`src/rtl/sdram_pkg.sv`:
```
// Shared SDRAM definitions: command encodings, timing defaults, NOP bus values
// and the read-controller state encoding.
package sdram_pkg;

    // {cs_n, ras_n, cas_n, we_n}
    localparam logic [3:0] CMD_NOP  = 4'b0111;
    localparam logic [3:0] CMD_ACT  = 4'b0011;
    localparam logic [3:0] CMD_READ = 4'b0101;
    localparam logic [3:0] CMD_BST  = 4'b0110;
    localparam logic [3:0] CMD_PREC = 4'b0010;

    localparam int CL_DEF   = 3;
    localparam int TRCD_DEF = 2;
    localparam int TRP_DEF  = 2;

    // Bank and address lines are driven all-ones whenever the command is NOP
    localparam logic NOP_FILL = 1'b1;

    typedef enum logic [3:0] {
        S_IDLE,
        S_ACT,
        S_TRCD,
        S_READ,
        S_CL,
        S_DATA,
        S_PREC,
        S_TRP,
        S_END
    } rd_state_e;

endpackage

```
`src/rtl/sdram_seg_calc.sv`:
```
// Per-row segment length (bounded by the words left and the end of the page)
// and the next {bank,row} with row overflow carrying into the bank.
module sdram_seg_calc #(
    parameter int BANK_W = 2,
    parameter int ROW_W  = 13,
    parameter int COL_W  = 9,
    parameter int LEN_W  = 10
) (
    input  logic [LEN_W-1:0]  rem,
    input  logic [COL_W-1:0]  col,
    input  logic [BANK_W-1:0] bank,
    input  logic [ROW_W-1:0]  row,
    output logic [LEN_W-1:0]  seg_len,
    output logic [BANK_W-1:0] nxt_bank,
    output logic [ROW_W-1:0]  nxt_row
);

    // One extra bit so a full page (2^COL_W) is representable
    localparam int SW = ((LEN_W > COL_W) ? LEN_W : COL_W) + 1;
    localparam int BRW = BANK_W + ROW_W;

    logic [SW-1:0]  page_left;
    logic [SW-1:0]  rem_w;
    logic [BRW-1:0] br_inc;

    always_comb begin
        page_left = (SW'(1) << COL_W) - SW'(col);
        rem_w     = SW'(rem);
        // page_left is only chosen when it does not exceed rem, so it fits LEN_W
        seg_len   = (rem_w < page_left) ? rem : LEN_W'(page_left);
        br_inc    = {bank, row} + BRW'(1);
        nxt_bank  = br_inc[BRW-1:ROW_W];
        nxt_row   = br_inc[ROW_W-1:0];
    end

endmodule

```
`src/rtl/sdram_read_paged.sv`:
```
// Full-page SDRAM burst reader: splits a request into per-row segments, each
// ACT / READ / BST / PREC, and streams the returned words out with rd_ack.
//
// state  | meaning
// IDLE   | waiting for rd_en with init_end
// ACT    | row activate on the bus
// TRCD   | NOPs for tRCD
// READ   | READ command on the bus (cycle N of the segment)
// CL     | CAS latency wait before the first word
// DATA   | capturing one word per cycle from DQ
// PREC   | precharge on the bus
// TRP    | NOPs for tRP, then next row or finish
// END    | finished; rd_end pulses on the following cycle
module sdram_read_paged
    import sdram_pkg::*;
#(
    parameter int DW     = 16,
    parameter int BANK_W = 2,
    parameter int ROW_W  = 13,
    parameter int COL_W  = 9,
    parameter int LEN_W  = 10,
    parameter int CL     = CL_DEF,
    parameter int TRCD   = TRCD_DEF,
    parameter int TRP    = TRP_DEF
) (
    input  logic                          clk,
    input  logic                          rstn,
    input  logic                          init_end,
    input  logic                          rd_en,
    input  logic [BANK_W+ROW_W+COL_W-1:0] rd_addr,
    input  logic [LEN_W-1:0]              rd_burst_len,
    input  logic [DW-1:0]                 rd_sdram_data,
    output logic                          rd_ack,
    output logic [DW-1:0]                 rd_data,
    output logic                          rd_end,
    output logic                          rd_busy,
    output logic [3:0]                    rd_sdram_cmd,
    output logic [BANK_W-1:0]             rd_sdram_bank,
    output logic [ROW_W-1:0]              rd_sdram_addr
);

    localparam int AW = BANK_W + ROW_W + COL_W;
    localparam logic [BANK_W-1:0] NOP_BANK = {BANK_W{NOP_FILL}};
    localparam logic [ROW_W-1:0]  NOP_ADDR = {ROW_W{NOP_FILL}};
    localparam logic [LEN_W-1:0]  ONE      = LEN_W'(1);

    rd_state_e         state_q, state_d;
    logic [LEN_W-1:0]  rem_q, rem_d;
    logic [LEN_W-1:0]  tmr_q, tmr_d;
    logic [LEN_W-1:0]  bst_q, bst_d;
    logic [BANK_W-1:0] bank_q, bank_d;
    logic [ROW_W-1:0]  row_q, row_d;
    logic [COL_W-1:0]  col_q, col_d;
    logic [3:0]        cmd_q, cmd_d;
    logic [BANK_W-1:0] ba_q, ba_d;
    logic [ROW_W-1:0]  addr_q, addr_d;
    logic              ack_q, ack_d;
    logic [DW-1:0]     data_q, data_d;
    logic              end_q, end_d;
    logic              busy_q, busy_d;

    logic [LEN_W-1:0]  seg_len;
    logic [BANK_W-1:0] nxt_bank;
    logic [ROW_W-1:0]  nxt_row;

    sdram_seg_calc #(
        .BANK_W (BANK_W),
        .ROW_W  (ROW_W),
        .COL_W  (COL_W),
        .LEN_W  (LEN_W)
    ) u_seg_calc (
        .rem      (rem_q),
        .col      (col_q),
        .bank     (bank_q),
        .row      (row_q),
        .seg_len  (seg_len),
        .nxt_bank (nxt_bank),
        .nxt_row  (nxt_row)
    );

    always_comb begin
        state_d = state_q;
        rem_d   = rem_q;
        tmr_d   = tmr_q;
        bst_d   = bst_q;
        bank_d  = bank_q;
        row_d   = row_q;
        col_d   = col_q;
        cmd_d   = CMD_NOP;
        ba_d    = NOP_BANK;
        addr_d  = NOP_ADDR;
        ack_d   = 1'b0;
        data_d  = '0;
        end_d   = (state_q == S_END);

        // BST countdown runs from the READ cycle, independent of the CL/DATA timer
        if (bst_q != '0) begin
            bst_d = bst_q - ONE;
        end
        if (bst_q == ONE) begin
            cmd_d = CMD_BST;
        end

        case (state_q)
            S_IDLE: begin
                if (init_end && rd_en) begin
                    bank_d = rd_addr[AW-1 -: BANK_W];
                    row_d  = rd_addr[COL_W +: ROW_W];
                    col_d  = rd_addr[COL_W-1:0];
                    rem_d  = rd_burst_len;
                    if (rd_burst_len == '0) begin
                        state_d = S_END;
                    end else begin
                        state_d = S_ACT;
                        cmd_d   = CMD_ACT;
                        ba_d    = rd_addr[AW-1 -: BANK_W];
                        addr_d  = rd_addr[COL_W +: ROW_W];
                    end
                end
            end
            S_ACT: begin
                state_d = S_TRCD;
                tmr_d   = LEN_W'(TRCD);
            end
            S_TRCD: begin
                if (tmr_q == ONE) begin
                    state_d = S_READ;
                    cmd_d   = CMD_READ;
                    ba_d    = bank_q;
                    addr_d  = ROW_W'(col_q);
                    bst_d   = seg_len;
                end else begin
                    tmr_d = tmr_q - ONE;
                end
            end
            S_READ: begin
                state_d = S_CL;
                tmr_d   = LEN_W'(CL - 1);
            end
            S_CL: begin
                if (tmr_q == ONE) begin
                    state_d = S_DATA;
                    tmr_d   = seg_len;
                end else begin
                    tmr_d = tmr_q - ONE;
                end
            end
            S_DATA: begin
                ack_d  = 1'b1;
                data_d = rd_sdram_data;
                if (tmr_q == ONE) begin
                    state_d = S_PREC;
                    cmd_d   = CMD_PREC;
                    ba_d    = bank_q;
                    addr_d  = '0;
                    rem_d   = rem_q - seg_len;
                    bank_d  = nxt_bank;
                    row_d   = nxt_row;
                    col_d   = '0;
                end else begin
                    tmr_d = tmr_q - ONE;
                end
            end
            S_PREC: begin
                state_d = S_TRP;
                tmr_d   = LEN_W'(TRP);
            end
            S_TRP: begin
                if (tmr_q == ONE) begin
                    if (rem_q != '0) begin
                        state_d = S_ACT;
                        cmd_d   = CMD_ACT;
                        ba_d    = bank_q;
                        addr_d  = row_q;
                    end else begin
                        state_d = S_END;
                    end
                end else begin
                    tmr_d = tmr_q - ONE;
                end
            end
            S_END: begin
                state_d = S_IDLE;
            end
            default: begin
                state_d = S_IDLE;
            end
        endcase

        busy_d = (state_d != S_IDLE) || (state_q == S_END);
    end

    always_ff @(posedge clk or negedge rstn) begin
        if (!rstn) begin
            state_q <= S_IDLE;
            rem_q   <= '0;
            tmr_q   <= '0;
            bst_q   <= '0;
            bank_q  <= '0;
            row_q   <= '0;
            col_q   <= '0;
            cmd_q   <= CMD_NOP;
            ba_q    <= NOP_BANK;
            addr_q  <= NOP_ADDR;
            ack_q   <= 1'b0;
            data_q  <= '0;
            end_q   <= 1'b0;
            busy_q  <= 1'b0;
        end else begin
            state_q <= state_d;
            rem_q   <= rem_d;
            tmr_q   <= tmr_d;
            bst_q   <= bst_d;
            bank_q  <= bank_d;
            row_q   <= row_d;
            col_q   <= col_d;
            cmd_q   <= cmd_d;
            ba_q    <= ba_d;
            addr_q  <= addr_d;
            ack_q   <= ack_d;
            data_q  <= data_d;
            end_q   <= end_d;
            busy_q  <= busy_d;
        end
    end

    assign rd_ack        = ack_q;
    assign rd_data       = data_q;
    assign rd_end        = end_q;
    assign rd_busy       = busy_q;
    assign rd_sdram_cmd  = cmd_q;
    assign rd_sdram_bank = ba_q;
    assign rd_sdram_addr = addr_q;

endmodule
```
`config.mk`:
```
export PLATFORM = sky130hd
export DESIGN_NAME = sdram_read_paged
export DESIGN_NICKNAME = d
export VERILOG_FILES = /design/src/rtl/sdram_pkg.sv /design/src/rtl/sdram_seg_calc.sv /design/src/rtl/sdram_read_paged.sv
export SDC_FILE = /design/constraint.sdc
export NUM_CORES = 1
export LEC_CHECK = 0
export BUFFER_PORTS_ARGS = -buffer_cell sky130_fd_sc_hd__buf_2
export CAP_MARGIN = 20
export CORE_MARGIN = 5
export CORE_UTILIZATION = 35
export CTS_CLUSTER_DIAMETER = 150
export DETAILED_ROUTE_END_ITERATION = 10
export MAX_ROUTING_LAYER = met4
export SLEW_MARGIN = 20
export SYNTH_ARGS = -nofsm -noshare
export SYNTH_HDL_FRONTEND = slang
export SYNTH_SLANG_ARGS = --single-unit
export TNS_END_PERCENT = 5
```
`constraint.sdc`:
```
create_clock -name clk -period 4.3 [get_ports clk]
set_input_delay 0.215 -clock clk [delete_from_list [all_inputs] [get_ports clk]]
set_output_delay 0.215 -clock clk [all_outputs]
set_load 0.03 [all_outputs]
```
==> impl_metrics.env, run 1 <==
export IMPL_status="finished clean"
export IMPL_hold_path_end="rd_data[2]$_DFF_PN0_"
export IMPL_yosysTopAreaCellShare_pct=33.87
export IMPL_critPathKind="register to register"
export IMPL_track_usage_pct=18.29
export IMPL_start_kind="register"
export IMPL_via_per_inst=5.447
export IMPL_synthesis_area_mm2=0.005689
export IMPL_ys_types=72
export IMPL_port_buffers=90
export IMPL_maxSlewHeadroom_pct=30.79
export IMPL_finalCritPeriodShare_pct=97.29
export IMPL_fin_nets=816
export IMPL_worst_hold_path_type="input port to register"
export IMPL_final_common_cell="buf_2"
export IMPL_die_w_um=137.5
export IMPL_synth_area_leaders="dfrtp_1, dfstp_2, nand2_1"
export IMPL_syn_num_nets=718
export IMPL_critPathArrivalTime_ns=4.46
export IMPL_finalHoldViolCount=0
export IMPL_first_iter_violations=660
export IMPL_yosysWarnings=0
export IMPL_postRouteAntennaNets=0
export IMPL_cts_tree="built"
export IMPL_num_rows=46
export IMPL_grt_setup_unrepaired="yes"
export IMPL_start_util_pct=35.69
export IMPL_fin_ws_ns=0.1167
export IMPL_wl_per_cell_um=17.29
export IMPL_antenna_found_initial=0
export IMPL_grt_max_degree=75
export IMPL_h_tree_depth=3
export IMPL_setup_viol=0
export IMPL_yosysSeqAreaShare_pct=42.18
export IMPL_worst_pin_slew_ns=1.038
export IMPL_postSynth_asyncResetShare_pct=100.0
export IMPL_postSynthCellCount=645
export IMPL_gp_congestion=0.8983
export IMPL_io_pins=92
export IMPL_cap_violations=0
export IMPL_finalCriticalPeriod_ns=4.183
export IMPL_hp_start="rd_sdram_data[2]"
export IMPL_clk_path_buf_depth=2
export IMPL_wl_met1_mm=7.382
export IMPL_clkTransAtPathRegs_ns=0.07
export IMPL_core_area_mm2=0.01594
export IMPL_n_antenna_cell=0
export IMPL_die_area_mm2=0.01890
export IMPL_syn_avg_cell_area_um2=8.820
export IMPL_final_cell_mix="buf_2, nand2_1, dfrtp_1"
export IMPL_synthToLayoutAreaGrowth_pct=21.99
export IMPL_ys_seq_elements=95
export IMPL_grt_pass1_wl_mm=26.57
export IMPL_crit_required_ns=4.58
export IMPL_cts_inserted_buffers=9
export IMPL_route_detailed_drc=0
export IMPL_r2r_end="rem_q[8]$_DFFE_PN0P_"
export IMPL_max_freq_ghz=0.2390
export IMPL_first_pass_iters=5
export IMPL_n_fill_cell=1603
export IMPL_rr_worst_depth=18
export IMPL_drive_gt1_share_pct=26.34
export IMPL_r2r_start="col_q[3]$_DFFE_PN0P_"
export IMPL_highest_layer="met4"
export IMPL_grt_remaining_overflow=0
export IMPL_clk_latency_ns=0.36
export IMPL_yosys_area_top_type="dfrtp_1"
export IMPL_synth_edf_count=0
export IMPL_fp_dieH_um=137.5
export IMPL_vias=5251
export IMPL_reg2reg_slack_ns=0.12
export IMPL_finalMaxSlewViolations=0
export IMPL_root_buffer="clkbuf_16"
export IMPL_crit_fanout=7
export IMPL_totalWireLength_mm=16.66
export IMPL_first_global_vias=5164
export IMPL_dp_hpwl_mm=11.77
export IMPL_synth_flop_cell="dfrtp_1"
export IMPL_skew_ns=0.008641
export IMPL_dr_wl_met2_mm=7.852
export IMPL_cts_sinks=95
export IMPL_met3_length_mm=1.133
export IMPL_holdPathStages=2
export IMPL_pre_cts_ws_ns=-0.03723
export IMPL_cp_end_kind="register"
## state kept, by name (all words and copies together), names as in the netlist, 2 cells and up
signal	cells
rd_sdram_bank	2
tmr_q	10
row_q	13
col_q	9
bank_q	2
rd_sdram_addr	13
state_q	4
rd_sdram_cmd	3
rem_q	10
bst_q	10
rd_data	16
## stage by stage
| stage | setup TNS [ns] | hold slack, ns | cells | util [%] | instance area [um2] |
|---|---|---|---|---|---|
| 2_1_floorplan | 0 | -0.08059 | 645 | - | 5689 |
| 4_1_cts | 0 | 0.04432 | 955 | 42.85 | 6832 |
| 6_report | 0 | 0.06051 | 964 | 43.53 | 6940 |
| 5_1_grt | -0.2212 | 0.05496 | 964 | 43.53 | 6940 |
| 3_3_place_gp | 0 | 0.4208 | 939 | 40.54 | 6462 |
| 3_5_place_dp | -0.04952 | 0.4255 | 939 | 40.54 | 6462 |
## worst max-delay path by stage
stage	from	end	slack, ns	cells after the start
floorplan	col_q[3]$_DFFE_PN0P_	rem_q[8]$_DFFE_PN0P_	0.18	18
global placement	col_q[3]$_DFFE_PN0P_	rem_q[8]$_DFFE_PN0P_	0.09	16
detailed placement	col_q[0]$_DFFE_PN0P_	rem_q[8]$_DFFE_PN0P_	-0.04	19
CTS	col_q[3]$_DFFE_PN0P_	rem_q[8]$_DFFE_PN0P_	0.03	18
global route	col_q[3]$_DFFE_PN0P_	rem_q[8]$_DFFE_PN0P_	-0.06	18
finish	col_q[3]$_DFFE_PN0P_	rem_q[8]$_DFFE_PN0P_	0.12	18
## Yosys cell counts (3+ instances only)
cell type and n:
nor3b_1 3, clkbuf_1 35, nor4_1 10, xor2_1 18, dfrtp_1 77, xnor2_1 8, dfstp_2 18, or3_1 5
a21oi_1 56, o221a_2 4, nand2_1 83, o22ai_1 8, ha_1 18, a21oi_2 6, a222oi_1 9, o211ai_1 3
mux2i_1 4, nand2b_1 4, nor2b_1 3, a22oi_1 9, nand3_1 30, nor2_2 4, a21o_1 5, a211oi_1 3
nor2_1 55, nor3_1 14, and3_1 9, and2_1 19, a31oi_1 9, inv_1 18, o21ai_0 47
## layer usage
| metal | global-route usage [%] | vias to the layer above |
|---|---|---|
| met4 | 5.266 | 0 |
| met5 | - | - |
| li1 | - | 2505 |
| met3 | 4.018 | 32 |
| met1 | 24.59 | 2537 |
| met2 | 27.85 | 177 |
## final cells by class
| cell class | count | area (um2) | share of cell area, % |
|---|---|---|---|
| Multi-Input combinational cell | 495 | 3134 | 45.16 |
| Sequential cell | 95 | 2402 | 34.61 |
| Timing Repair Buffer | 124 | 714.4 | 10.29 |
| Tap cell | 216 | 270.3 | 3.894 |
| Clock buffer | 10 | 239.0 | 3.443 |
| Clock inverter | 6 | 112.6 | 1.622 |
| Inverter | 18 | 67.56 | 0.9735 |
## repair_timing
action / in CTS / in global routing
setup buffers: 0 / 8
hold buffers: 0 / 1
endpoints found under the hold margin: 0 / 55
pin swaps: 0 / 2
endpoints found under the setup margin: 4 / 7
gates resized for setup: 3 / 7
## worst max-delay path, cell delays in order (launching register included)
cell       delay (ns)
dfrtp_1          0.38
or3_1            0.40
or3_4            0.36
or3_4            0.40
ha_1             0.32
o2111ai_1        0.14
and3_4           0.25
nand2_4          0.09
a21oi_2          0.18
inv_1            0.06
ha_1             0.21
fa_1             0.41
inv_1            0.07
a21o_1           0.14
nand3_1          0.13
o311ai_4         0.13
a21oi_1          0.13
xor2_1           0.15
o22ai_1          0.15
## cell families after synthesis
logic type / after synthesis / synth area share, %
AO/OA/AOI/OAI: 182 / 21.11
XOR/XNOR: 30 / 5.344
adder cells (fa/ha/maj): 19 / 4.311
other: 1 / 0.06591
flip-flops: 95 / 42.18
AND/OR/NAND/NOR: 257 / 22.06
multiplexers: 6 / 1.100
buffers and inverters: 55 / 3.827
Power of run 1 is not shown: default switching activity piles up to over one toggle a cycle in this logic, so the estimate is an artifact.
==> inputs of run 2 (changes only) <==
Settings changed: ABC_AREA set to 1, CORE_ASPECT_RATIO set to 1.2.
==> run 2 against run 1 <==
  * Via count is 1.6% higher
  * Area after synthesis is 3.6% higher
  * Cell count is 11% higher
  * Highest routed layer unchanged
  * Synthesized cell count is 17% higher
  * Non-clock buffer count is 25 lower
  * Register-to-register slack better by 0.38 ns
  * Sequential cell count stayed put
  * Fmax is 9.9% higher
  * Die area is 3.4% higher
  * Core utilization is 2.3 points lower
==> impl_metrics.env, run 2 <==
export IMPL_peakVddDrop_v=0.0003013
export IMPL_die_w_um=128.5
export IMPL_ys_seq_elements=95
export IMPL_first_global_vias=5191
export IMPL_antenna_found_initial=0
export IMPL_largest_reg_flops=16
export IMPL_yosysWarnings=0
export IMPL_core_area_mm2=0.01672
export IMPL_setup_viol=0
export IMPL_max_stage_delay_ns=0.39
export IMPL_first_iter_violations=316
export IMPL_post_cts_buffers=0
export IMPL_num_rows=52
export IMPL_track_usage_pct=17.30
export IMPL_io_pins=92
export IMPL_n_antenna_cell=0
export IMPL_finalHoldViolCount=0
export IMPL_start_util_pct=35.25
export IMPL_route_detailed_drc=0
export IMPL_worst_pin_slew_ns=0.7793
export IMPL_synth_common_cells="nand2_1, inv_1, nor2_1, dfrtp_1, nand3_1"
export IMPL_finalMaxSlewViolations=0
export IMPL_synthToLayoutAreaGrowth_pct=16.88
export IMPL_clkTransAtPathRegs_ns=0.07
export IMPL_h_tree_depth=3
export IMPL_cts_inserted_buffers=9
export IMPL_p_per_area_mw_per_mm2=860.7
export IMPL_drive_gt1_share_pct=20.47
export IMPL_grt_pass1_wl_mm=26.59
export IMPL_clk_path_buf_depth=2
export IMPL_finalCriticalPeriod_ns=3.808
export IMPL_port_buffers=90
export IMPL_cap_violations=0
export IMPL_yosysSeqAreaShare_pct=40.71
export IMPL_grt_max_degree=52
export IMPL_r2r_end="rem_q[9]$_DFFE_PN0P_"
export IMPL_crit_path_end="rem_q[9]$_DFFE_PN0P_"
export IMPL_final_common_cell="nand2_1"
export IMPL_yosysTopAreaCellShare_pct=32.69
export IMPL_cts_sinks=95
export IMPL_yosys_area_top_type="dfrtp_1"
export IMPL_fin_nets=918
export IMPL_reg2reg_slack_ns=0.49
export IMPL_fin_tns_setup_ns=0
export IMPL_postSynthCellCount=757
export IMPL_gp_congestion=0.8872
export IMPL_wl_per_cell_um=15.08
export IMPL_crit_fanout=22
export IMPL_first_pass_iters=5
export IMPL_skew_ns=0.006912
export IMPL_syn_avg_cell_area_um2=7.787
export IMPL_r2r_start="col_q[0]$_DFFE_PN0P_"
export IMPL_grt_remaining_overflow=0
export IMPL_rr_worst_depth=27
export IMPL_die_area_mm2=0.01955
export IMPL_place_inst=1049
export IMPL_via_per_inst=5.003
export IMPL_grt_setup_unrepaired="no"
export IMPL_cts_tree="built"
export IMPL_ys_types=57
export IMPL_final_cell_mix="nand2_1, inv_1, nor2_1, buf_2, dfrtp_1"
export IMPL_vias=5333
export IMPL_critPathArrivalTime_ns=4.05
export IMPL_worst_hold_path_type="input port to register"
export IMPL_start_kind="register"
export IMPL_synthesis_area_mm2=0.005894
export IMPL_dp_hpwl_mm=12.16
export IMPL_synth_area_leaders="dfrtp_1, nand2_1, dfstp_2"
export IMPL_critPathKind="register to register"
export IMPL_syn_num_nets=830
export IMPL_totalWireLength_mm=16.08
export IMPL_crit_path_top_delay_cell="dfrtp_1"
export IMPL_synth_most_common_cell="nand2_1"
export IMPL_postSynth_asyncResetShare_pct=100.0
export IMPL_max_freq_ghz=0.2626
export IMPL_fp_dieH_um=152.2
export IMPL_maxSlewHeadroom_pct=47.57
export IMPL_finalCritPeriodShare_pct=88.56
export IMPL_crit_required_ns=4.54
export IMPL_setup_worst_path_start="col_q[0]$_DFFE_PN0P_"
export IMPL_status="finished clean"
export IMPL_synth_edf_count=0
export IMPL_clk_latency_ns=0.36
export IMPL_stdcell_count=1066
export IMPL_root_buffer="clkbuf_16"
export IMPL_cp_end_kind="register"
export IMPL_postRouteAntennaNets=0
export IMPL_synth_flop_cell="dfrtp_1"
export IMPL_leakage_nw=3.410
export IMPL_crit_top_cell="nand2_1"
run 2: through the flow:
stage / hold slack [ns] / area (um2) / setup slack [ns] / total power, W / utilization [%]
6_report: 0.05888 / 6889 / 0.4919 / 0.005929 / 41.20
5_1_grt: 0.05562 / 6889 / 0.05335 / 0.006514 / 41.20
4_1_cts: 0.04619 / 6873 / 0.3285 / 0.005945 / 41.10
3_5_place_dp: 0.2803 / 6560 / 0.3742 / 0.005092 / 39.23
3_3_place_gp: 0.2844 / 6560 / 0.4711 / 0.005069 / 39.23
2_1_floorplan: -0.08059 / 5894 / 0.7003 / 0.004281 / -
run 2: worst min-delay path by stage:
stage	startpoint	endpoint	slack (ns)	cells after the start
6_report	rd_sdram_data[0]	rd_data[0]$_DFF_PN0_	0.06	3
5_1_grt	rd_sdram_data[13]	rd_data[13]$_DFF_PN0_	0.06	3
4_1_cts	rd_sdram_data[0]	rd_data[0]$_DFF_PN0_	0.05	3
3_5_place_dp	rstn	rem_q[8]$_DFFE_PN0P_	0.28	1
3_3_place_gp	rstn	rem_q[8]$_DFFE_PN0P_	0.28	1
2_1_floorplan	rstn	bank_q[0]$_DFFE_PN0P_	-0.08	0
run 2: logic make-up (layout without fill, tap and decap cells):
kind of cell	after synthesis	after routing	share of synthesized area [%]
AO/OA/AOI/OAI	158	158	17.00
XOR/XNOR	23	23	3.545
adder cells (fa/ha/maj)	19	19	4.161
buffers and inverters	138	231	9.382
flip-flops	95	95	40.71
multiplexers	1	1	0.1698
other	1	1	0.06362
AND/OR/NAND/NOR	322	322	24.96
run 2: power by group:
group / switching [W] / total (W) / internal [W] / leakage, nW
sequential: 0.000325 / 0.00161 / 0.00129 / 1.15
clock: 0.000396 / 0.000821 / 0.000425 / 0.146
combinational: 0.00228 / 0.00349 / 0.00122 / 2.11
run 2: final cells by class:
type / count / area [um2]
clock buffer: 10 / 239.0
clock inverter: 6 / 63.81
fill: 1747 / 9832
inverter: 116 / 435.4
multi-input combinational: 524 / 2958
sequential: 95 / 2400
tap: 216 / 270.3
timing repair buffer: 99 / 523.0
run 2: critical path, delay by kind of cell, from the launching register on:
family / cells / cell delay [ns]
AOI/OAI and AO/OA: 4 / 0.64
and+or+nand+nor: 18 / 1.41
xor gates and xnor gates: 1 / 0.22
DFF: 1 / 0.39
buffers and inverters: 1 / 0.17
adders and majority gates: 3 / 0.88
run 2: timing repair:
| action | CTS | global route |
|---|---|---|
| hold buffers | 1 | 0 |
| endpoints found under the hold margin | 39 | 0 |
| setup endpoints to repair | 0 | 3 |
| gates resized for setup | 0 | 2 |
run 2: metal layers:
metal  vias up  wire (um)  GRT usage [%]
li1       2676          -              -
met3        29        449          1.508
met4         0        390          6.269
met5         -          0              -
met2       103       8123          28.38
met1      2525       7117          22.21
(Power assumes the default switching activity.)
